$ cat config.mk
export PLATFORM = sky130hd
export DESIGN_NAME = shift_seq_ctrl
export DESIGN_NICKNAME = d
export VERILOG_FILES = /design/src/rtl/shift_seq_pkg.sv /design/src/rtl/shift_u.sv /design/src/rtl/shift_seq_ctrl.sv
export SDC_FILE = /design/constraint.sdc
export NUM_CORES = 1
export LEC_CHECK = 0
export ABC_AREA = 1
export ABC_CLOCK_PERIOD_IN_PS = 1500
export CORE_MARGIN = 4
export CORE_UTILIZATION = 30
export DETAILED_ROUTE_END_ITERATION = 8
export GPL_TIMING_DRIVEN = 0
export PLACE_DENSITY = 0.63
export SLEW_MARGIN = 20
export SYNTH_ARGS = -nofsm -noshare
export SYNTH_HDL_FRONTEND = slang
export SYNTH_SLANG_ARGS = --single-unit
$ cat constraint.sdc
create_clock -name clk -period 1.5 [get_ports clk]
set_clock_uncertainty 0.1 [all_clocks]
set_input_delay 0.3 -clock clk [delete_from_list [all_inputs] [get_ports clk]]
set_output_delay 0.3 -clock clk [all_outputs]
set_load 0.005 [all_outputs]
$ cat src/rtl/shift_seq_pkg.sv
// rtl/shift_seq_pkg.sv - shared state and shift-unit function codes for the shift sequencer
package shift_seq_pkg;

   typedef enum logic [1:0] {
      ST_IDLE   = 2'd0,
      ST_SHIFT  = 2'd1,
      ST_FINISH = 2'd2
   } state_t;

   localparam logic [1:0] SU_SHR_IN1 = 2'b00;
   localparam logic [1:0] SU_SHL_IN1 = 2'b01;
   localparam logic [1:0] SU_SHR_IN2 = 2'b10;
   localparam logic [1:0] SU_SHL_IN2 = 2'b11;

endpackage

$ cat src/rtl/shift_u.sv
// rtl/shift_u.sv - combinational single-step logical shift unit
module shift_u
   import shift_seq_pkg::*;
#(
   parameter int WIDTH = 16
) (
   input  logic             s_en,
   input  logic [WIDTH-1:0] in1,
   input  logic [WIDTH-1:0] in2,
   input  logic [1:0]       alu_fun_su,
   output logic [WIDTH-1:0] shift_out
);

   always_comb begin
      shift_out = '0;
      if (s_en) begin
         case (alu_fun_su)
            SU_SHR_IN1: shift_out = in1 >> 1;
            SU_SHL_IN1: shift_out = in1 << 1;
            SU_SHR_IN2: shift_out = in2 >> 1;
            default:    shift_out = in2 << 1;
         endcase
      end
   end

endmodule

$ cat src/rtl/shift_seq_ctrl.sv
// rtl/shift_seq_ctrl.sv - shift-by-N sequencer driving the single-step shift unit
module shift_seq_ctrl
   import shift_seq_pkg::*;
#(
   parameter int WIDTH = 16,
   parameter int CNT_W = 5
) (
   input  logic             clk,
   input  logic             rst_n,
   input  logic             start,
   input  logic             sel,
   input  logic             dir,
   input  logic [WIDTH-1:0] a,
   input  logic [WIDTH-1:0] b,
   input  logic [CNT_W-1:0] amt,
   output logic             busy,
   output logic             done,
   output logic [WIDTH-1:0] result
);

   localparam logic [CNT_W-1:0] WIDTH_CNT = CNT_W'(WIDTH);
   localparam logic [CNT_W-1:0] CNT_ONE   = CNT_W'(1);

   state_t           state, state_nxt;
   logic [WIDTH-1:0] opr, opr_nxt;
   logic [CNT_W-1:0] cnt, cnt_nxt;
   logic             dir_q, dir_nxt;
   logic             s_en;
   logic [1:0]       alu_fun_su;
   logic [WIDTH-1:0] shift_out;
   logic [CNT_W-1:0] amt_eff;

   // Clamping at WIDTH keeps the step count bounded and still yields an all-zero result.
   assign amt_eff    = (amt > WIDTH_CNT) ? WIDTH_CNT : amt;
   assign alu_fun_su = dir_q ? SU_SHL_IN1 : SU_SHR_IN1;
   assign busy       = (state != ST_IDLE);
   assign done       = (state == ST_FINISH);

   shift_u #(
      .WIDTH (WIDTH)
   ) u_shift (
      .s_en       (s_en),
      .in1        (opr),
      .in2        ('0),
      .alu_fun_su (alu_fun_su),
      .shift_out  (shift_out)
   );

   always_comb begin
      state_nxt = state;
      opr_nxt   = opr;
      cnt_nxt   = cnt;
      dir_nxt   = dir_q;
      s_en      = 1'b0;
      case (state)
         ST_IDLE: begin
            if (start) begin
               opr_nxt   = sel ? b : a;
               dir_nxt   = dir;
               cnt_nxt   = amt_eff;
               state_nxt = (amt_eff == '0) ? ST_FINISH : ST_SHIFT;
            end
         end
         ST_SHIFT: begin
            s_en    = 1'b1;
            opr_nxt = shift_out;
            cnt_nxt = cnt - CNT_ONE;
            if (cnt == CNT_ONE) begin
               state_nxt = ST_FINISH;
            end
         end
         ST_FINISH: begin
            state_nxt = ST_IDLE;
         end
         default: begin
            state_nxt = ST_IDLE;
         end
      endcase
   end

   always_ff @(posedge clk or negedge rst_n) begin
      if (!rst_n) begin
         state  <= ST_IDLE;
         opr    <= '0;
         cnt    <= '0;
         dir_q  <= 1'b0;
         result <= '0;
      end else begin
         state <= state_nxt;
         opr   <= opr_nxt;
         cnt   <= cnt_nxt;
         dir_q <= dir_nxt;
         // Capture on the edge entering FINISH so RESULT moves together with DONE.
         if ((state != ST_FINISH) && (state_nxt == ST_FINISH)) begin
            result <= opr_nxt;
         end
      end
   end

endmodule

# Word-level counts from Yosys, hierarchy flattened
# Cells that the tools add are included.
[totals]
ff_bits = 40
input_bits = 42
word_cells = 36
output_inout_bits = 18
[op_classes]
n_lt_le_gt_ge = 1
n_reduce_logical = 8
n_addsub = 1
n_eq_ne = 7
n_mux = 14
[ops]
columns = ["op", "n"]
rows = [
  ["16-bit one-hot mux with 2 select lines", 2],
  ["16-bit two-way mux", 3],
  ["5-bit two-way mux", 2],
  ["5-bit one-hot mux with 2 select lines", 1],
  ["2-bit two-way mux", 3],
  ["5-bit by 1-bit == test with 1-bit output (second input constant)", 1],
  ["5-bit greater-than comparator (second input constant)", 1],
  ["5-bit zero test", 1],
  ["5-bit by 1-bit subtractor with 5-bit output (second input constant)", 1],
  ["2-bit == test (second input constant)", 2],
  ["2-bit zero test", 2],
  ["2-bit inequality test (second input constant)", 2],
  ["2-bit one-hot mux with 2 select lines", 1],
  ["2-bit AND reduction", 2],
  ["2-bit nonzero test", 2],
  ["2-bit by 1-bit == test with 1-bit output (second input constant)", 1],
  ["1-bit two-way mux", 2],
  ["1-bit == test (second input constant)", 1],
  ["1-bit logical AND", 1],
]

# Longest topological paths before layout
# Gate-level depths: netlist (run 1).
[depth]
ltp_word = 8
depth_mapped = 10
ltp_nobuf = 8

# Hierarchy
# From an unflattened synthesis (run 1), not the netlist that was laid out.
[unflattened]
cells_unflattened = 507
area_unflattened_um2 = 3123.0
[by_module_without_submodules]
columns = ["mod", "seq_area_each_um2", "area_each_um2", "n_inst", "cells_per_inst"]
rows = [
  ["shift_seq_ctrl", 1001.0, 2536.2, 1, 375],
  ["shift_u", 0.0, 586.8, 1, 132],
]

# Worst setup path before layout (run 1)
# No wires, ideal clock.
[synth_path]
path_kind = "flip-flop to flip-flop"
start = "register state[1]"
end = "register result[3]"
setup_time_ns = 0.117
n_path_buf = 3
period_less_slack_ns = 1.455
path_stages_with_launch = 10
t_arrival_ns = 1.238
t_required_ns = 1.283
path_slack_ns = 0.045
path_cell_list = "dfrtp_1 -> buf_6 -> inv_6 -> nand2_4 -> inv_2 -> buf_6 -> nand4_4 -> buf_2 -> nand3_1 -> nand2_1"
[synth_between]
elab_chain_len = 4
elab_cells_between_ends = 11
classes_between = "eq/ne (3); mux (6); reduce/logical (2)"
[synth_lines]
columns = ["element", "line_no", "source"]
rows = [
  ["start: declaration", "shift_seq_ctrl.sv:24", "state_t state, state_nxt;"],
  ["start signal: assignment", "shift_seq_ctrl.sv:89", "state <= state_nxt;"],
  ["2-bit by 1-bit == test with 1-bit output (tied with other cells)", "shift_seq_ctrl.sv:55", "case (state)"],
  ["1-bit two-way mux or 2-bit one-hot mux with 2 select lines (tied branches)", "shift_seq_ctrl.sv:55", ""],
  ["16-bit two-way mux or 2-bit == test (tied branches)", "shift_u.sv:16, shift_seq_ctrl.sv:94", ""],
  ["16-bit one-hot mux with 2 select lines or 1-bit logical AND (tied branches)", "shift_seq_ctrl.sv:55, shift_seq_ctrl.sv:94", ""],
  ["end signal: assignment", "shift_seq_ctrl.sv:95", "result <= opr_nxt;"],
  ["end: declaration", "shift_seq_ctrl.sv:18", "output logic [WIDTH-1:0] result"],
]
# Several ways; a longest one is shown, not always the timed one.
# A chain may end at the register's enable or synchronous reset.

# Final worst setup path (run 1)
[layout_path]
start = "register state[1]"
end = "output port done"
[layout_between]
elab_chain_len = 1
[layout_lines]
columns = ["element", "line_no", "source"]
rows = [
  ["2-bit == test", "shift_seq_ctrl.sv:37", "assign done = (state == ST_FINISH);"],
  ["end: declaration", "shift_seq_ctrl.sv:17", "output logic done,"],
]
# Every way passes these cells.

==> summary.txt, run 1 <==
Status: finished with violations
Failing checks: setup timing
Core ar.: 8220 um^2
Crit share post-route: 102%
Chip Width: 100 um
Critical-path top delay cell: dfrtp_1
Final hold vios: 0
CTS root buf: clkbuf_8
Initial antenna violation count: 0
CP Depth: 5
Power density over the cells: 1690 nW/um^2
Std-Cell Rows: 33
CP endpoint: done
Clk pwr share: 15.9%
Share of async-settable or async-resettable flops after synthesis: 100%
Synthesized area per cell: 6.51 um^2
Gr ovfl total: 0
Post-synth cell types: 24
Worst reg2reg setup slack: -10 ps
Critical path fanouts, max: 3
Max frequency: 0.654 GHz
Rel. slew slack: 69.0%
Register bit total from synthesis: 40
Post-synth top area cell: dfrtp_1
Total power: 6100 uW
DRT Wirelength: 7.31 mm
WP buf/inv: 4
Net switching power: 2520 uW
Fin. max-slew vios: 0
Tmin final: 1530 ps
Final ANT Viol Nets: 0
Latest clock arrival within the worst-skew pair: 300 ps
Measured slew at the worst slew-check pin: 466 ps
Register area share after synthesis: 39.4%
GPL Wtd Cong: 0.842
Worst R2R Start: state[1]
Wirelength per Cell: 12.6 um
Synth top area share: 39.4%
DPL Wire Length: 5.28 mm
Share of power burned in registers: 32.8%
IO Port Bufs: 57
P&R area growth vs syn: 42.6%
Synth top area cells: dfrtp_1, nand2_1, nand3_1
Total track usage: 14.8%
CTS tree: built
RSZ-0062 raised after global routing: yes
WP data arrival: 1130 ps
Largest stage delay, worst path: 370 ps
Cells after Synth: 390
Critical-path cell list: buf_6 -> inv_8 -> buf_4 -> nor2_2 -> buf_2
Synth cell count leaders: nand2_1, inv_1, dfrtp_1
Starting Density: 30.9%
Post-placement setup slack: -303 ps
Final setup viols: 10
First-pass GRT wire length: 12.0 mm
Placed cell count: 553
CP required: 1100 ps
Setup CP Type: reg2out
Residual DRC: 0
Leakage: 0.00198 uW
DRT Pass-1 Iters: 4
DR iter-0 viols: 169
Die Y: 100 um
Combinational Power Share: 51.3%
Vias in the first global route: 2,474
I/O pin total: 60
H-tree depth: 2
Fin nets: 516
Post-Syn Area: 2540 um^2
Max Cap Violations: 0
Crit path max-delay family: buffers and inverters
Worst setup path start: state[1]
Total number of vias: 2,580
Sw Ratio: 41.3%
Share of layout cells above drive strength 1: 16.3%
Largest net degree at the start of global routing: 32
Most common cell in the netlist: nand2_1
Pint: 3580 uW
Post-DR vias/cell: 4.46
Cell Count, Final, Fillers Out: 578
Synthesized net count: 434
Yosys warning count: 0
Worst min-delay path class: in2async
CTS clk-pin slew, worst paths: 80 ps
Reg2Reg Capture Point: result[6]
Antenna diodes: 0
Full die area: 9990 um^2
Maximum vdd ir drop: 0.628 mV
Prevailing post-synth register cell: dfrtp_1
Clk buf depth: 2
Worst reg2reg path depth: 10
CTS sink cnt: 40
Crit end category: primary output
Total CTS buffers: 5
Final WS setup: -30.0 ps
CP startpoint kind: flip-flop
Post-synth EDFFs: 0
==> per-stage QoR <==
step	util (%)	instance area (um^2)	hold WS [ps]	setup TNS, ps
2_1_floorplan	-	2540	-95.6	0
6_report	44.0	3620	311	-109
3_3_place_gp	39.4	3240	376	-42590
4_1_cts	43.2	3550	310	-340
5_1_grt	44.0	3620	322	-1450
3_5_place_dp	39.6	3250	100	-4690
==> cells by family (layout without fill, tap and decap cells) <==
| group | Yosys count | count (layout) | share of synthesized area (%) |
|---|---|---|---|
| AO/OA/AOI/OAI | 26 | 26 | 6.76 |
| adder cells (fa/ha/maj) | 2 | 2 | 0.986 |
| buffers and inverters | 63 | 146 | 10.9 |
| flip-flops | 40 | 40 | 39.4 |
| AND/OR/NAND/NOR | 259 | 259 | 41.9 |
==> worst min path at each step <==
stage,end,slack (ps),depth (start not counted)
floorplan,cnt[0],-100,0
global placement,cnt[1],380,2
detailed placement,cnt[0],100,1
CTS,opr[15],310,2
global route,opr[15],320,2
finish,opr[15],310,2
==> metal layers <==
layer / vias to the layer above / GRT usage [%] / share of wire, %
li1: 1354 / - / -
met1: 1146 / 21.6 / 49
met2: 68 / 21.8 / 43
met3: 12 / 2.78 / 5.6
met4: 0 / 5.57 / 2.0
met5: - / 0 / 0
==> layout make-up <==
class                           count  area (um^2)
Sequential cell                    40         1000
Tap cell                          105          131
Clock inverter                      1         30.0
Timing Repair Buffer               76          724
Inverter                           46          183
Clock buffer                        7         96.3
Fill cell                         819         4600
Buffer                             16          120
Multi-Input combinational cell    287         1330
==> power groups by stage <==
stage / clock (uW) / sequential (uW) / combinational [uW]
after floorplan: 0 / 1950 / 1660
after global placement: 0 / 2020 / 2720
after detailed placement: 0 / 2030 / 2760
after CTS: 990 / 1990 / 2960
after global routing: 1040 / 2070 / 3530
final: 968 / 2000 / 3130
==> state kept, by name, summed over array words and instances (netlist names) <==
signal,count
dir_q,1
result,16
cnt,5
opr,16
state,2
==> cells in the final DEF, fill, tap and decap left out, drive strengths merged <==
master / netlist / layout
nand2: 203 / 203
inv: 46 / 46
dfrtp: 40 / 40
clkdlybuf4s50: 0 / 38
buf: 14 / 36
nand3: 34 / 34
nor2: 18 / 18
dlygate4sd2: 0 / 16
a21boi: 14 / 14
clkbuf: 3 / 8
o21ai: 5 / 5
a21oi: 4 / 4
nand4: 4 / 4
o211ai: 2 / 2
ha: 2 / 2
o22ai: 1 / 1
bufinv: 0 / 1
dlygate4sd3: 0 / 1
==> repair_timing <==
action	in CTS	in global routing
pin swaps	6	8
endpoints found under the hold margin	9	0
hold buffers	1	0
cloned	2	0
endpoints found under the setup margin	50	24
setup buffers	11	4
resized for setup	50	28
Note: power is estimated with default switching activity, not from simulation.
==> inputs of run 2 (changes only) <==
ABC_CLOCK_PERIOD_IN_PS = default   (was 1500)
==> results of run 2 <==
Final layout, timing and power as in run 1 (identical DEF).
==> inputs of run 3 (changes only) <==
CORE_UTILIZATION = 45   (was 30)
PLACE_DENSITY = 0.84   (was 0.63)
==> run 3 against run 2 <==
The run still ends with setup timing left. Die area is 31% lower. Global-route usage rose by 6.2 points. Setup slack got worse by 6.8 ps. Clock power down 4.8%. Sequential cell count is the same. Maximum frequency fell by 0.44%. Cell count is 5.9% lower. Worst hold slack worse by 33 ps. First-iteration DRC count rose by 88%. Combinational power decreased by 4%. Routed wire length is 2.8% lower. Register-to-register slack worse by 30 ps. Largest cell class unchanged. Largest power group unchanged.
==> summary.txt, run 3 (synthesized netlist as in run 1, its figures left out) <==
Top flop regs: opr: 16 flops, result: 16 flops, cnt: 5 flops
Crit share post-route: 102% (+0.45 points)
Full die area: 6900 um^2 (-31%)
Worst setup path start: state[1]
Net switching power: 2530 uW (+0.19%)
Residual DRC: 0 (unchanged)
Total track usage: 21.1% (+6.2 points)
Vias in the first global route: 2,540 (+2.7%)
Total negative slack: -329 ps (-220 ps)
CTS sink cnt: 40 (unchanged)
Gr ovfl total: 0 (unchanged)
Fin. max-slew vios: 0 (unchanged)
Placed cell count: 520 (-6.0%)
Core ar.: 5470 um^2 (-33%)
RSZ-0062 raised after global routing: yes
Most common cell after layout, fill and taps aside: nand2_1
P&R area growth vs syn: 38.5%
I/O pin total: 60 (unchanged)
Measured slew at the worst slew-check pin: 437 ps (-28.8 ps)
Sw Ratio: 42.7% (+1.4 points)
Fin nets: 515 (-0.19%)
Std-Cell Rows: 27 (-18%)
Max frequency: 0.651 GHz (-0.44%)
Design area: 3510 um^2 (-2.9%)
Combinational Power Share: 50.6% (-0.7 points)
CTS clk-pin slew, worst paths: 90 ps (about the same)
Rel. slew slack: 70.9% (+1.9 points)
Max Cap Violations: 0 (unchanged)
Clk buf depth: 2 (unchanged)
Initial antenna violation count: 0 (unchanged)
Most frequent cells in the layout: nand2_1, inv_1, dfrtp_1
Antenna diodes: 0 (unchanged)
DR iter-0 viols: 318 (+88%)
Total number of vias: 2,663 (+3.2%)
CP required: 1100 ps (about the same)
Leakage: 0.00196 uW (-1.1%)
Total power: 5920 uW (-3.0%)
Power density over the cells: 1680 nW/um^2 (-0.14%)
Critical path fanouts, max: 3 (unchanged)
Final WS setup: -36.8 ps (-6.82 ps)
Maximum vdd ir drop: 1.07 mV (+70%)
Share of power burned in registers: 33.8% (+1.0 points)
Worst R2R Start: state[1]
Final-layout fill cell count: 495 (-40%)
Cell Count, Final, Fillers Out: 544 (-5.9%)
Final ANT Viol Nets: 0 (unchanged)
Final setup viols: 16 (+6)
Latest clock arrival within the worst-skew pair: 300 ps (about the same)
DRT Wirelength: 7.10 mm (-2.8%)
Setup CP Type: reg2out
DP Area: 3210 um^2 (-1.3%)
Worst min-delay path class: in2async
Die Y: 83.1 um (-17%)
Final hold vios: 0 (unchanged)
CP startpoint kind: flip-flop
Largest net degree at the start of global routing: 34 (+6.3%)
Post-DR vias/cell: 4.90 (+9.7%)
Total CTS buffers: 5 (unchanged)
First-pass GRT wire length: 12.0 mm (+0.23%)
Pint: 3390 uW (-5.3%)
Chip Width: 83.1 um (-17%)
Clk pwr share: 15.6% (-0.3 points)
WP data arrival: 1140 ps (about the same)
CTS root buf: clkbuf_8
Starting Density: 46.4% (+15 points)
IO Port Bufs: 57 (unchanged)
GPL Wtd Cong: 0.945 (+12%)
Hold_ws: 278 ps (-32.6 ps)
Crit end category: primary output
Failing checks: setup timing
Wirelength per Cell: 13.1 um (+3.2%)
DPL Wire Length: 5.04 mm (-4.5%)
Worst reg2reg setup slack: -40 ps (-30 ps)
DRT Pass-1 Iters: 5 (+1)
Tmin final: 1540 ps (+6.82 ps)
Status: finished with violations
Share of layout cells above drive strength 1: 14.2% (-2.1 points)
CTS tree: built
H-tree depth: 2 (unchanged)
[run 3: per-layer routing]
layer	track usage, %	part of all wire, %
met5	0	0
met4	7.43	2.3
met3	4.76	6.6
met2	32.1	44
met1	29.4	47
[run 3: final timing paths]
path,end,cells past startpoint
setup / recovery,done,5
hold / removal,cnt[0],2
setup reg to reg,result[8],10
hold reg to reg,cnt[1],2
max in group asynchronous,result[5],3
min in group clk,opr[9],5
[run 3: per-stage QoR]
| step | utilization [%] | setup WS, ps |
|---|---|---|
| floorplan | - | 45.0 |
| global placement | 58.4 | -921 |
| detailed placement | 58.7 | -299 |
| CTS | 63.1 | -74.1 |
| global route | 64.2 | -121 |
| finish | 64.2 | -36.8 |
[run 3: timing repair]
action                     4_1_cts  5_1_grt
gates resized for setup         39       22
pin swaps                        3        5
cloned                           2        0
hold endpoints to repair         7        0
setup endpoints to repair       47       25
hold buffers                     1        0
setup buffers                   11        3
[run 3: worst max-delay path, stage by stage, from the launching register on]
cell	delay (ps)
dfrtp_1	380
buf_6	130
inv_8	60
buf_4	110
nor2_1	30
buf_2	120
[run 3: layout make-up]
| cell class | instances | area (um^2) | area share [%] |
|---|---|---|---|
| clock buffer | 5 | 68.8 | 1.96 |
| tap | 72 | 90.1 | 2.56 |
| multi-input combinational | 287 | 1310 | 37.3 |
| timing repair buffer | 75 | 694 | 19.8 |
| buffer | 16 | 120 | 3.42 |
| clock inverter | 3 | 47.5 | 1.35 |
| inverter | 46 | 183 | 5.20 |
| sequential | 40 | 1000 | 28.5 |
[run 3: power by group through the flow]
stage	Clock, uW	Combinational [uW]	Sequential, uW
detailed placement	0	2730	2020
CTS	928	2850	1990
finish	922	3000	2000
global route	989	3340	2060
global placement	0	2670	2010
floorplan	0	1660	1950
